--- src/rtl/bresenham_line_engine.sv ---
// Bresenham line walker: issues one pixel read per point, accumulates the returned
// values and optionally writes each pixel back reduced by THREAD_DELTA (floor 0).
module bresenham_line_engine #(
    parameter int COORD_W      = 9,
    parameter int PIX_W        = 8,
    parameter int IMG_W        = 512,
    parameter int ADDR_W       = 18,
    parameter int THREAD_DELTA = 32,
    parameter int SUM_W        = 19
) (
    input  logic               clk,
    input  logic               reset,
    input  logic               req_val,
    output logic               req_rdy,
    input  logic [COORD_W-1:0] req_point_1_x,
    input  logic [COORD_W-1:0] req_point_1_y,
    input  logic [COORD_W-1:0] req_point_2_x,
    input  logic [COORD_W-1:0] req_point_2_y,
    input  logic               change,
    output logic               rd_val,
    input  logic               rd_rdy,
    output logic [ADDR_W-1:0]  rd_addr,
    input  logic               rd_data_val,
    input  logic [PIX_W-1:0]   rd_data,
    input  logic [ADDR_W-1:0]  rd_data_addr,
    output logic               wr_val,
    output logic [ADDR_W-1:0]  wr_addr,
    output logic [PIX_W-1:0]   wr_data,
    output logic               resp_val,
    input  logic               resp_rdy,
    output logic [SUM_W-1:0]   reduction,
    output logic [COORD_W:0]   pix_count
);

    localparam int EW = COORD_W + 2;
    localparam int CW = COORD_W + 1;

    typedef enum logic [2:0] {IDLE, SETUP, WALK, DRAIN, DONE} state_t;
    state_t state, state_nxt;

    logic [COORD_W-1:0] p1x, p1y, p2x, p2y, x, y;
    logic               chg, sx_neg, sy_neg;
    logic signed [EW-1:0] dx, dy, err, err_nxt;
    logic signed [EW:0]   e2, dx_e, dy_e;
    logic               step_x, step_y, at_end;
    logic [COORD_W-1:0] adx, ady;
    logic [CW-1:0]      issued, returned;

    function automatic logic [COORD_W-1:0] abs_diff(input logic [COORD_W-1:0] a,
                                                    input logic [COORD_W-1:0] b);
        return (a >= b) ? a - b : b - a;
    endfunction

    function automatic logic [PIX_W-1:0] sat_sub(input logic [PIX_W-1:0] v);
        if (int'(v) > THREAD_DELTA)
            return v - PIX_W'(THREAD_DELTA);
        return '0;
    endfunction

    assign adx     = abs_diff(p2x, p1x);
    assign ady     = abs_diff(p2y, p1y);
    assign at_end  = (x == p2x) && (y == p2y);
    assign e2      = $signed({err, 1'b0});
    assign dx_e    = $signed({dx[EW-1], dx});
    assign dy_e    = $signed({dy[EW-1], dy});
    assign step_x  = (e2 >= dy_e);
    assign step_y  = (e2 <= dx_e);
    // Both error corrections use the pre-step err and may apply in the same cycle.
    assign err_nxt = err + (step_x ? dy : EW'(0)) + (step_y ? dx : EW'(0));
    assign rd_addr = ADDR_W'(y) * ADDR_W'(IMG_W) + ADDR_W'(x);
    assign pix_count = issued;

    always_ff @(posedge clk or posedge reset) begin
        if (reset)
            state <= IDLE;
        else
            state <= state_nxt;
    end

    always_comb begin
        state_nxt = state;
        case (state)
            IDLE:    if (req_val) state_nxt = SETUP;
            SETUP:   state_nxt = WALK;
            WALK:    if (rd_rdy && at_end) state_nxt = DRAIN;
            DRAIN:   if (returned == issued) state_nxt = DONE;
            DONE:    if (resp_rdy) state_nxt = IDLE;
            default: state_nxt = IDLE;
        endcase
    end

    always_comb begin
        req_rdy  = (state == IDLE);
        rd_val   = (state == WALK);
        resp_val = (state == DONE);
    end

    always_ff @(posedge clk) begin
        case (state)
            IDLE: begin
                if (req_val) begin
                    p1x <= req_point_1_x;
                    p1y <= req_point_1_y;
                    p2x <= req_point_2_x;
                    p2y <= req_point_2_y;
                    chg <= change;
                end
            end
            SETUP: begin
                dx     <= $signed({2'b00, adx});
                dy     <= -$signed({2'b00, ady});
                err    <= $signed({2'b00, adx}) - $signed({2'b00, ady});
                sx_neg <= (p2x < p1x);
                sy_neg <= (p2y < p1y);
                x      <= p1x;
                y      <= p1y;
            end
            WALK: begin
                if (rd_rdy && !at_end) begin
                    err <= err_nxt;
                    if (step_x) x <= sx_neg ? x - COORD_W'(1) : x + COORD_W'(1);
                    if (step_y) y <= sy_neg ? y - COORD_W'(1) : y + COORD_W'(1);
                end
            end
            default: ;
        endcase
    end

    // Returns are accepted in every busy state, so reads and returns overlap freely.
    always_ff @(posedge clk or posedge reset) begin
        if (reset) begin
            issued    <= '0;
            returned  <= '0;
            reduction <= '0;
        end else if (state == SETUP) begin
            issued    <= '0;
            returned  <= '0;
            reduction <= '0;
        end else begin
            if (rd_val && rd_rdy)
                issued <= issued + CW'(1);
            if (rd_data_val && state != IDLE) begin
                reduction <= reduction + SUM_W'(rd_data);
                returned  <= returned + CW'(1);
            end
        end
    end

    always_ff @(posedge clk or posedge reset) begin
        if (reset)
            wr_val <= 1'b0;
        else
            wr_val <= rd_data_val && chg && (state != IDLE);
    end

    always_ff @(posedge clk) begin
        if (rd_data_val) begin
            wr_addr <= rd_data_addr;
            wr_data <= sat_sub(rd_data);
        end
    end

endmodule

--- config.mk ---
export PLATFORM = sky130hd
export DESIGN_NAME = bresenham_line_engine
export DESIGN_NICKNAME = d
export VERILOG_FILES = /design/src/rtl/bresenham_line_engine.sv
export SDC_FILE = /design/constraint.sdc
export NUM_CORES = 1
export LEC_CHECK = 0
export ABC_AREA = 1
export BUFFER_PORTS_ARGS = -buffer_cell sky130_fd_sc_hd__buf_2
export CORE_MARGIN = 8
export CORE_UTILIZATION = 59
export DETAILED_ROUTE_END_ITERATION = 10
export GPL_ROUTABILITY_DRIVEN = 0
export MAX_ROUTING_LAYER = met4
export PLACE_DENSITY_LB_ADDON = 0.25
export SLEW_MARGIN = 20
export SYNTH_ARGS = -nofsm -noshare
export SYNTH_HDL_FRONTEND = slang
export SYNTH_SLANG_ARGS = --single-unit
--- constraint.sdc ---
create_clock -name clk -period 4.65 [get_ports clk]
set_input_delay 0.6975 -clock clk [delete_from_list [all_inputs] [get_ports clk]]
set_output_delay 0.6975 -clock clk [all_outputs]
set_load 0.01 [all_outputs]
# == After elaboration in Yosys (flattened, before gate mapping) ==
# Index checks and enable logic that the tools add are counted.
# classes
n_addsub,17
n_mul,0
div_mod_pow,0
order_cmp,7
eq_ne,14
n_shift,0
mux,28
n_bitwise,0
n_reduce_logical,18
# ops
cell,count
$mux W9,9
$mux W10,4
$mux W19,2
$pmux W9 S2,2
$sub A9 B9 Y9,4
$mux W11,2
$pmux W11 S2,1
$add A10 B1 Y10 const B,2
$add A19 B8 Y19,1
$add A18 B9 Y18,1
$add A9 B1 Y9 const B,2
$eq A9 B9 Y1,2
$ge A9 B9 Y1,2
$lt A9 B9 Y1,2
$sub A9 B1 Y9 const B,2
$pmux W3 S5,1
$ge A12 B11 Y1,1
$le A12 B10 Y1,1
$mux W3,4
$add A11 B10 Y11,1
$add A11 B11 Y11,1
$neg A9 Y11,1
$eq A10 B10 Y1,1
$ne A2 B1 Y1 const B,5
17 further kinds,30
# word_totals
reg_bits,157
latchBits,0
ram_bits,0
rom_bits,0
inputBits,69
output_inout_bits,77
word_cells,103
n_memories,0

# == Depth between registers and ports, before layout ==
# Gate-level depths: netlist (run 1).
# logic_depth
word_depth,6
ltp_mapped,25
depth_no_buf,25

# == Least setup slack after synthesis (run 1) ==
# OpenSTA, ideal clock, no wires.
# synth_timing
path_kind,reg2reg
start,reg err[10]
end,reg err[7] (data pin)
setup_time_ps,278
t_arrival_ps,3499
required_time_ps,4372
slack_ps,873
path_stages_with_launch,24
path_buffers,0
period_less_slack_ps,3777
cell_sequence,edfxtp_1 > ha_1 > nand2_1 > nor2_1 > nor2b_1 > nand2_1 > nand3_1 > nand2_1 > nand2_1 > clkinv_1 > nor2_1 > fa_1 > ha_1 > fa_1 > nand2_1 > inv_1 > o21ai_0 > nand2_1 > nand2_1 > nand2_1 > a21oi_1 > nand2_1 > nand2_1 > o22ai_1
# synth_via
elab_chain_cells,6
word_cells_on_any_way,8
cone_classes,2 x add/sub; 2 x order compare; 4 x mux
# synth_rtl
element,line_no,text
from (decl),43,"logic signed [EW-1:0] dx, dy, err, err_nxt;"
from (signal assigned),112,"err <= $signed({2'b00, adx}) - $signed({2'b00, ady});"
from (signal assigned),120,err <= err_nxt;
$ge A12 B11 Y1,66,assign step_x = (e2 >= dy_e);
$mux W11,69,assign err_nxt = err + (step_x ? dy : EW'(0)) + (step_y ? dx : EW'(0));
$add A11 B11 Y11,69,
$add A11 B10 Y11 *,69,
$mux W11 *,119,if (rd_rdy && !at_end) begin
$pmux W11 S2 *,99,case (state)
# Mark *: on every way between the ends. The rest lies on a longest branch, timed or not. The select of a mux whose other input is x is not followed.
# A chain may end at the register's enable or synchronous reset.

# == Worst setup path in the final report (run 1) ==
# Ends and elaborated chain as after synthesis.

==> flow_summary.yaml, run 1 <==
cts:
  ctsHoldBuffers: 0
  clock_sinks: 157
  clk_pin_slew_worst_paths_ns: 0.07
  cts_buffers: 17
  cts_tree: "yes"
  cts_max_path_buffers: 2
  cts-root-buf: "clkbuf_16"
  htreeDepth: 4
  clock_latency_ns: 0.43
run_status:
  status: "finished clean"
logic_synthesis:
  synth_area_sq_um: 11000
  synth.largest_area_cell: "edfxtp_1"
  synthFlopType: "edfxtp_1"
  ys_types: 51
  synthArstFlopShare: 0.274
  synth_warnings: 0
  ys_seq_area_frac: 0.410
  syn_nets: 1473
  netlist_instances: 1288
  synth_edf_count: 114
  yosys.area.top_type_share: 0.312
  syn_avg_cell_area_sq_um: 8.53
  synth_seq_cells: 157
  synthTopCellsByArea: "edfxtp_1 (31%), ha_1 (11%), dfrtp_1 (9.8%)"
die:
  rows: 50
  die_h_um: 152
  start_util: 0.593
  die_w_um: 152
  io-pin-count: 146
  die-area_sq_um: 23200
  fp.coreArea_sq_um: 18500
timing:
  fin_crit_sh: 0.929
  worst_pin_slew_ns: 0.860
  hold_viol: 0
  maxSlewViolCount: 0
  timing.final.ws_setup_ns: 0.330
  maxSlewHeadroom: 0.425
  finalCriticalPeriod_ns: 4.32
  skew_ns: 0.0136
  fmax_mhz: 231
  timing.hold.ws_ns: 0.398
  finalSetupViolCount: 0
global_route:
  grt_pass1_wl_mm: 42.8
  grtUsageTotal: 0.232
  grt.overflow.total: 0
  grt_max_degree: 44
  grt_pass1_vias: 8922
  antenna_found_initial: 0
hold_path:
  hold_path_class: "primary input to async pin"
detailed_routing:
  routed_wl_mm: 26.3
  drtPass1Iterations: 5
  avgViaCountPerCell: 5.46
  drt_iter0_drc: 762
  final_antenna_net_count: 0
  routedWlPerCell_um: 15.5
  drc: 0
  vias: 9241
cells_and_area:
  nets: 1632
  n_antenna_cell: 0
  drive_above_1_share: 0.159
  area_growth_pct: 15.0
  fill_cells: 1452
pwr:
  p_leak_nw: 6.22
  powerDensity_nw_per_um2: 807
  peakVddDrop_v: 0.000427
worst_setup_path:
  crit_required_ns: 4.80
  cp_max_fo: 9
  endpoint_kind: "flop"
  cp.arrival_ns: 4.47
  setup.worst_path.start_class: "flop"
  rrSetupSlack_ns: 0.33
  criticalPathCategory: "flop to flop"
placed_design:
  dp_hpwl_mm: 20.1
  io_buffers: 145
  dpl_worst_slack_ns: 0.356
run:
  maxCapViolCount: 0
## kinds of logic after synthesis
group,count (synthesis),share of synthesized area
XOR/XNOR,57,0.0454
AO/OA/AOI/OAI,210,0.109
buffers and inverters,235,0.0819
multiplexers,1,0.000911
adder cells (fa/ha/maj),116,0.144
AND/OR/NAND/NOR,512,0.209
flip-flops,157,0.410
## cell usage after synthesis (5+ instances only)
cell type,number
o21ai_0,64
inv_2,5
o22ai_1,16
nand2_2,12
xnor2_1,25
o211ai_1,6
clkbuf_1,9
dfrtp_1,43
nand4_1,17
nand2_1,283
ha_1,98
o21bai_1,5
edfxtp_1,114
nor2_1,86
xor2_1,32
nor3_1,22
inv_1,213
a21oi_1,87
nor2_4,7
nand3_1,59
o21a_1,6
fa_1,18
or2_2,7
## flip-flops by register name, summed over array words and instances (netlist names), 10 cells and up
register / cells
err: 11
reduction: 19
dy: 11
returned: 10
wr_addr: 18
pix_count: 10
## through the flow
step                      power, W   util  TNS [ns]  instances  instance area, sq um
after CTS                   0.0101  0.680         0       1690                 12600
after floorplan            0.00703      -         0       1288                 11000
after detailed placement   0.00863  0.647         0       1658                 12000
final                       0.0102  0.682         0       1694                 12600
after global routing        0.0111  0.682   -0.0597       1694                 12600
after global placement     0.00845  0.647         0       1658                 12000
## critical path, stage by stage (launching register included)
cell,delay (ns)
edfxtp_1,0.46
or2_2,0.34
nor3b_1,0.37
nand3_1,0.14
a31oi_1,0.23
nand2_1,0.27
nand2_1,0.12
inv_1,0.05
fa_1,0.43
ha_1,0.28
fa_1,0.41
nand2_1,0.08
inv_1,0.04
o21ai_0,0.14
nand2_1,0.12
nand2_1,0.10
nand2_1,0.06
a21oi_1,0.19
nand2_1,0.07
nand2_1,0.07
o22ai_1,0.08
## path summary, 6_finish.rpt
kind | end | startpoint | cells past startpoint
worst max-delay path | err[7] | err[10] | 20
worst min-delay path | reduction[10] | reset | 3
worst max register to register | err[7] | err[10] | 20
worst min register to register | wr_val | chg | 2
max in group asynchronous | returned[3] | reset | 3
min in group clk | p2y[5] | req_point_2_y[5] | 1
## cell type report
cell class / instances / area (sq um) / area share
clock buffers: 21 / 472 / 0.0373
clock inverters: 11 / 130 / 0.0103
inverters: 220 / 830 / 0.0656
multi-input cells: 896 / 5600 / 0.443
flip-flops and latches: 157 / 4500 / 0.356
well taps: 234 / 293 / 0.0232
repair buffers: 155 / 813 / 0.0644
## repair_timing
action / in CTS / in global routing
setup buffers: 0 / 3
gates resized for setup: 0 / 1
endpoints found under the hold margin: 0 / 0
setup endpoints to repair: 0 / 3
## where the power goes
part | total, W | switching, W | internal [W]
Clock | 0.00143 | 0.000585 | 0.000845
Sequential | 0.00252 | 0.000347 | 0.00218
Combinational | 0.00624 | 0.00395 | 0.00229
## routing by layer
metal / vias up / global-route usage / routed length [um]
li1: 4579 / - / -
met1: 4284 / 0.290 / 11700
met2: 332 / 0.371 / 12400
met3: 46 / 0.0496 / 1590
met4: 0 / 0.0740 / 637
met5: - / - / 0
## cells in the final DEF, fill, tap and decap left out, types with 43 or more instances in the layout
cell      synthesis  layout
nand2_1         283     283
inv_1           213     212
buf_2             2     145
edfxtp_1        114     114
ha_1             98      98
a21oi_1          87      87
nor2_1           86      85
o21ai_0          64      64
nand3_1          59      59
dfrtp_1          43      43
(Power assumes the default switching activity.)
==> run 2: changes to the inputs <==
- CORE_UTILIZATION: 59 -> 64
- clock period: 4.65 -> 5.33 ns (I/O delays scaled with it)
==> run 2 against run 1 <==
Compared with the run above:
- sequential cell count unchanged
- global-route usage up 2.5 points
- final cell count down 0.83%
- critical endpoint unchanged
- largest cell class unchanged
==> flow_summary.yaml, run 2 (synthesized netlist as in run 1, its figures left out) <==
cells_and_area:
  top_register: "reduction"
  reg_top3: "reduction x19, wr_addr x18"
  fill_cells: 1269
  utilization: 0.737
  mostFrequentLayoutCells: "nand2_1 (283), inv_1 (212), buf_2 (145)"
  drive_above_1_share: 0.157
  fin_cells: 1680
  largest_reg_flops: 19
  nets: 1627
  final_common_cell: "nand2_1"
  n_antenna_cell: 0
  area_growth_pct: 14.5
pwr:
  clkPwrFrac: 0.140
  powerDensity_nw_per_um2: 707
  switching_share: 0.485
  pwr-share-comb: 0.610
  p_leak_nw: 6.20
  p_int_w: 0.00458
  peakVddDrop_v: 0.000446
  seqPwrFrac: 0.249
  switchingPower_w: 0.00431
worst_setup_path:
  path_buf_inv: 2
  crit_required_ns: 5.48
  worst_r2r_endpoint: "err[7]"
  cp-startpoint: "err[10]"
  criticalPathCategory: "flop to flop"
  cp_top_family: "simple AND/OR/NAND/NOR gates"
  cp_slowest_cell: "edfxtp_1"
  cp.arrival_ns: 4.62
  setup.worst_path.start_class: "flop"
  endpoint_kind: "flop"
  rrSetupSlack_ns: 0.86
  max_stage_delay_ns: 0.46
  r2r-start: "err[10]"
  rr_worst_depth: 23
  crit_chain: "ha_1 > nand2_1 > nor2_1 > nor2b_1 > nand2_1 > nand3_1 > nand2_1 > nand2_1 > clkinv_1 > nor2_1 > fa_1 > ha_1 > fa_1 > nand2_1 > inv_1 > o21ai_0 > nand2_1 > nand2_1 > nand2_1 > a21oi_1 > nand2_1 > nand2_1 > o22ai_1"
  path_depth: 23
  cp_max_fo: 9
  crit_end: "err[7]"
  crit_top_cell: "nand2_1"
die:
  start_util: 0.644
  rows: 48
  io-pin-count: 146
  die_h_um: 147
  die_w_um: 147
  die-area_sq_um: 21600
  fp.coreArea_sq_um: 17100
detailed_routing:
  wl_met1_mm: 11.4
  routed_wl_mm: 27.0
  drt_iter0_drc: 665
  wl_met3_mm: 1.75
  vias: 9484
  routedWlPerCell_um: 16.1
  highest_layer: "met4"
  drtPass1Iterations: 5
  avgViaCountPerCell: 5.65
  final_antenna_net_count: 0
  wl_met2_mm: 13.0
  drc: 0
timing:
  maxSlewHeadroom: 0.343
  maxSlewViolCount: 0
  hold_viol: 0
  setup_tns_ns: 0
  finalCriticalPeriod_ns: 4.47
  skew_ns: 0.0110
  finalSetupViolCount: 0
  rsz0062_at_grt: "no"
  fmax_mhz: 223
  fin_crit_sh: 0.840
  worst_pin_slew_ns: 0.983
global_route:
  grt_max_degree: 44
  grt_pass1_vias: 9419
  grtUsageTotal: 0.257
  grt.overflow.total: 0
  antenna_found_initial: 0
  grt_pass1_wl_mm: 44.0
cts:
  clock_latency_ns: 0.43
  cts_setup_buffers: 0
  cts_max_path_buffers: 2
  clock_sinks: 157
  clk_pin_slew_worst_paths_ns: 0.06
  cts-root-buf: "clkbuf_16"
  cts_buffers: 17
  htreeDepth: 4
  ctsHoldBuffers: 0
  cts_tree: "yes"
  cts.repair.resized: 0
placed_design:
  dp_cells: 1648
  io_buffers: 145
  dp_hpwl_mm: 20.5
hold_path:
  hold_path_class: "primary input to async pin"
run_status:
  status: "finished clean"
run:
  maxCapViolCount: 0
## run 2: layer usage
layer | vias to the layer above | global-route usage
li1 | 4580 | -
met1 | 4431 | 0.306
met2 | 389 | 0.430
met3 | 84 | 0.0434
met4 | 0 | 0.0989
met5 | - | -
## run 2: area by class of cell
type | count | area [sq um] | area share
timing repair buffer | 150 | 763 | 0.0607
sequential | 157 | 4500 | 0.358
tap | 225 | 282 | 0.0224
clock buffer | 19 | 453 | 0.0360
multi-input combinational | 896 | 5600 | 0.445
clock inverter | 13 | 151 | 0.0120
inverter | 220 | 826 | 0.0657
## run 2: worst min-delay path by stage
stage	to	slack [ns]	depth (start not counted)
after floorplan	wr_val	0.46	2
after global placement	wr_val	0.47	2
after detailed placement	reduction[6]	0.50	2
after CTS	reduction[2]	0.51	3
after global routing	p2y[5]	0.52	1
final	wr_val	0.50	3
## run 2: worst reg2reg max path, stage by stage (launching register included)
cell and delay (ns):
edfxtp_1 0.46, ha_1 0.37, nand2_1 0.08, nor2_1 0.15, nor2b_1 0.17, nand2_1 0.09, nand3_1 0.08, nand2_1 0.06
nand2_1 0.17, clkinv_1 0.27, nor2_1 0.22, fa_1 0.46, ha_1 0.28, fa_1 0.39, nand2_1 0.08, inv_1 0.05
o21ai_0 0.16, nand2_1 0.12, nand2_1 0.10, nand2_1 0.06, a21oi_1 0.18, nand2_1 0.07, nand2_1 0.06, o22ai_1 0.08
## run 2: stage by stage
step / hold slack (ns) / setup WS [ns] / power (W) / area (sq um)
after floorplan: 0.459 / 1.55 / 0.00613 / 11000
after global placement: 0.469 / 1.27 / 0.00733 / 12000
after detailed placement: 0.500 / 1.03 / 0.00753 / 12000
after CTS: 0.514 / 0.941 / 0.00885 / 12600
after global routing: 0.521 / 0.590 / 0.00966 / 12600
final: 0.504 / 0.855 / 0.00889 / 12600
## run 2: power by group through the flow
stage / sequential [W] / combinational [W] / clock, W
3_3_place_gp: 0.00222 / 0.00512 / 0
5_1_grt: 0.00226 / 0.00610 / 0.00131
3_5_place_dp: 0.00223 / 0.00530 / 0
6_report: 0.00222 / 0.00543 / 0.00125
2_1_floorplan: 0.00220 / 0.00393 / 0
4_1_cts: 0.00221 / 0.00538 / 0.00126
==> run 3: changes to the inputs <==
- ABC_AREA: 1 -> 0
- CORE_UTILIZATION: 64 -> 53
- clock period: 5.33 -> 3.6 ns (I/O delays scaled with it)
==> run 3 against run 2 <==
Compared with the run above:
- the run now ends with setup timing left
- first-iteration DRC count is 19% lower
- sequential cell count stayed put
- combinational power is 12% higher
- maximum frequency is 7.6% higher
- worst hold slack worse by 0.27 ns
- sequential power is 33% higher
- clock skew hardly changed
- final cell count is 7.0% lower
- critical endpoint is now err[9]
- largest power group unchanged
==> flow_summary.yaml, run 3 <==
timing:
  worst_pin_slew_ns: 1.07
  fin_crit_sh: 1.15
  maxSlewViolCount: 0
  rsz0062_at_grt: "yes"
  finalSetupViolCount: 8
  timing.final.ws_setup_ns: -0.557
  fmax_mhz: 241
  maxSlewHeadroom: 0.288
  timing.hold.ws_ns: 0.231
  skew_ns: 0.0106
  hold_viol: 0
  finalCriticalPeriod_ns: 4.16
  setup_tns_ns: -2.90
cells_and_area:
  regArea_sq_um: 4500
  fill_cells: 1496
  nets: 1469
  largest_reg_flops: 19
  postLayoutCellArea_sq_um: 13100
  drive_above_1_share: 0.282
  area_growth_pct: 26.9
  utilization: 0.680
  fin_cells: 1563
  multiInputGateArea_sq_um: 5490
  top_register: "reduction"
  reg_top3: "reduction x19, wr_addr x18"
  mostFrequentLayoutCells: "buf_2 (145), buf_4 (142), edfxtp_1 (114)"
  final_common_cell: "buf_2"
placed_design:
  placed_cell_area_sq_um: 12300
  dp_hpwl_mm: 20.3
  dp_cells: 1525
  io_buffers: 145
logic_synthesis:
  yosys-top-cells-count: "edfxtp_1 (114), ha_1 (98), inv_1 (95), nand2_1 (84), nor2_1 (68)"
  netlist_instances: 1001
  synth_edf_count: 114
  synthArstFlopShare: 0.274
  syn_nets: 1186
  synthTopCellsByArea: "edfxtp_1 (33%), ha_1 (12%), dfrtp_1 (10%)"
  syn_avg_cell_area_sq_um: 10.3
  synth_area_sq_um: 10300
  synth.largest_area_cell: "edfxtp_1"
  ys_seq_area_frac: 0.436
  synth_warnings: 0
  yosys.area.top_type_share: 0.332
  yosysMostFrequentCell: "edfxtp_1"
  synthFlopType: "edfxtp_1"
  ys_types: 72
  synth_seq_cells: 157
die:
  die_w_um: 156
  start_util: 0.535
  die-area_sq_um: 24200
  io-pin-count: 146
  die_h_um: 156
  rows: 51
  fp.coreArea_sq_um: 19300
cts:
  ctsHoldBuffers: 0
  clk_pin_slew_worst_paths_ns: 0.07
  cts_tree: "yes"
  htreeDepth: 4
  cts_buffers: 17
  clock_sinks: 157
  cts_max_path_buffers: 2
  clock_latency_ns: 0.43
  cts-root-buf: "clkbuf_16"
detailed_routing:
  routedWlPerCell_um: 17.2
  drtPass1Iterations: 5
  avgViaCountPerCell: 5.41
  vias: 8463
  routed_wl_mm: 26.8
  drt_iter0_drc: 536
  drc: 0
  final_antenna_net_count: 0
worst_setup_path:
  cp_top_family: "compound AO/OA/AOI/OAI gates"
  endpoint_kind: "flop"
  cp_slowest_cell: "fa_1"
  cp_max_fo: 4
  path_buf_inv: 2
  crit_top_cell: "o21a_1"
  criticalPathCategory: "flop to flop"
  cp.arrival_ns: 4.32
  crit_chain: "inv_1 > ha_1 > nor2b_4 > o21a_1 > o21a_1 > o21a_1 > o21a_1 > o2111ai_2 > a31o_2 > and2_4 > fa_1 > buf_4 > fa_2 > a21o_1 > a21oi_2 > o21bai_1 > a21oi_2 > o21ai_1 > xnor2_1 > o21ai_1"
  max_stage_delay_ns: 0.41
  setup.worst_path.start_class: "flop"
  crit_required_ns: 3.76
global_route:
  grt_max_degree: 63
  antenna_found_initial: 1
  grt_pass1_vias: 8680
  grt_pass1_wl_mm: 43.4
  grtUsageTotal: 0.231
  grt.overflow.total: 0
hold_path:
  hold_path_class: "primary input to async pin"
run:
  maxCapViolCount: 0
run_status:
  violations: "setup timing"
  status: "finished, violations left"
pwr:
  powerDensity_nw_per_um2: 831
  p_leak_nw: 6.10
  peakVddDrop_v: 0.000518
run 3: cell count changes after synthesis, sizes merged, moves of 9 or more:
| cell | previous run | this run |
|---|---|---|
| xnor2 | 25 | 58 |
| xor2 | 32 | 47 |
| nand3 | 62 | 22 |
| nor2 | 95 | 69 |
| nand2 | 299 | 84 |
| a21o | 2 | 21 |
| and2 | 3 | 20 |
| a21oi | 90 | 66 |
| inv | 218 | 95 |
| o22ai | 16 | 2 |
| o21ai | 66 | 52 |
| nor2b | 1 | 10 |
| and3 | 0 | 11 |
run 3: path summary, 6_finish.rpt:
path	startpoint	end	slack, ns	cells past startpoint
worst min register to register	chg	wr_val	0.48	1
worst min-delay path	reset	pix_count[3]	0.23	3
min in group clk	req_point_1_y[6]	p1y[6]	0.28	1
max in group asynchronous	reset	reduction[14]	2.97	3
worst max-delay path	dx[1]	err[9]	-0.56	20
worst max register to register	dx[1]	err[9]	-0.56	20
run 3: cell families (layout without fill, tap and decap cells):
family,count (synthesis),count (layout),synth area share
AO/OA/AOI/OAI,210,210,0.130
XOR/XNOR,105,105,0.0891
adder cells (fa/ha/maj),116,116,0.154
buffers and inverters,120,416,0.0451
flip-flops,157,157,0.436
multiplexers,8,8,0.00800
other,0,1,0
AND/OR/NAND/NOR,285,285,0.137
run 3: worst reg2reg max path, stage by stage, from the launching register on:
cell and delay (ns):
edfxtp_1 0.39, inv_1 0.08, ha_1 0.22, nor2b_4 0.13, o21a_1 0.16, o21a_1 0.16
o21a_1 0.16, o21a_1 0.17, o2111ai_2 0.15, a31o_2 0.22, and2_4 0.16, fa_1 0.41
buf_4 0.16, fa_2 0.38, a21o_1 0.18, a21oi_2 0.14, o21bai_1 0.09, a21oi_2 0.17
o21ai_1 0.11, xnor2_1 0.19, o21ai_1 0.07
run 3: timing repair:
| item | 4_1_cts | 5_1_grt |
|---|---|---|
| resized for setup | 3 | 14 |
| pin swaps | 15 | 14 |
| buffers inserted | 4 | 4 |
| endpoints found under the setup margin | 8 | 10 |
run 3: layout make-up:
type / count / area share
clock inverters: 15 / 0.0149
diodes: 1 / 0.000191
repair buffers: 287 / 0.137
multi-input cells: 724 / 0.419
inverters: 97 / 0.0278
clock buffers: 17 / 0.0325
flip-flops and latches: 157 / 0.344
well taps: 265 / 0.0253
run 3: through the flow:
step | setup slack (ns) | total power [W]
after global routing | -0.739 | 0.0117
after detailed placement | -0.528 | 0.00860
after global placement | -0.478 | 0.00842
after CTS | -0.500 | 0.0106
after floorplan | -0.401 | 0.00653
final | -0.557 | 0.0109
run 3: per-layer routing:
layer  vias up  track usage  wire length, um
met1      4030        0.284            11700
li1       4107            -                -
met5         -            -                0
met3        38       0.0416             1500
met4         0       0.0721              589
met2       288        0.381            13000
run 3: report_power, final:
part | internal (W) | switching [W] | leakage [nW] | total [W]
registers | 0.00256 | 0.000396 | 1.62 | 0.00296
logic | 0.00293 | 0.00315 | 4.19 | 0.00608
clock network | 0.00100 | 0.000843 | 0.294 | 0.00184
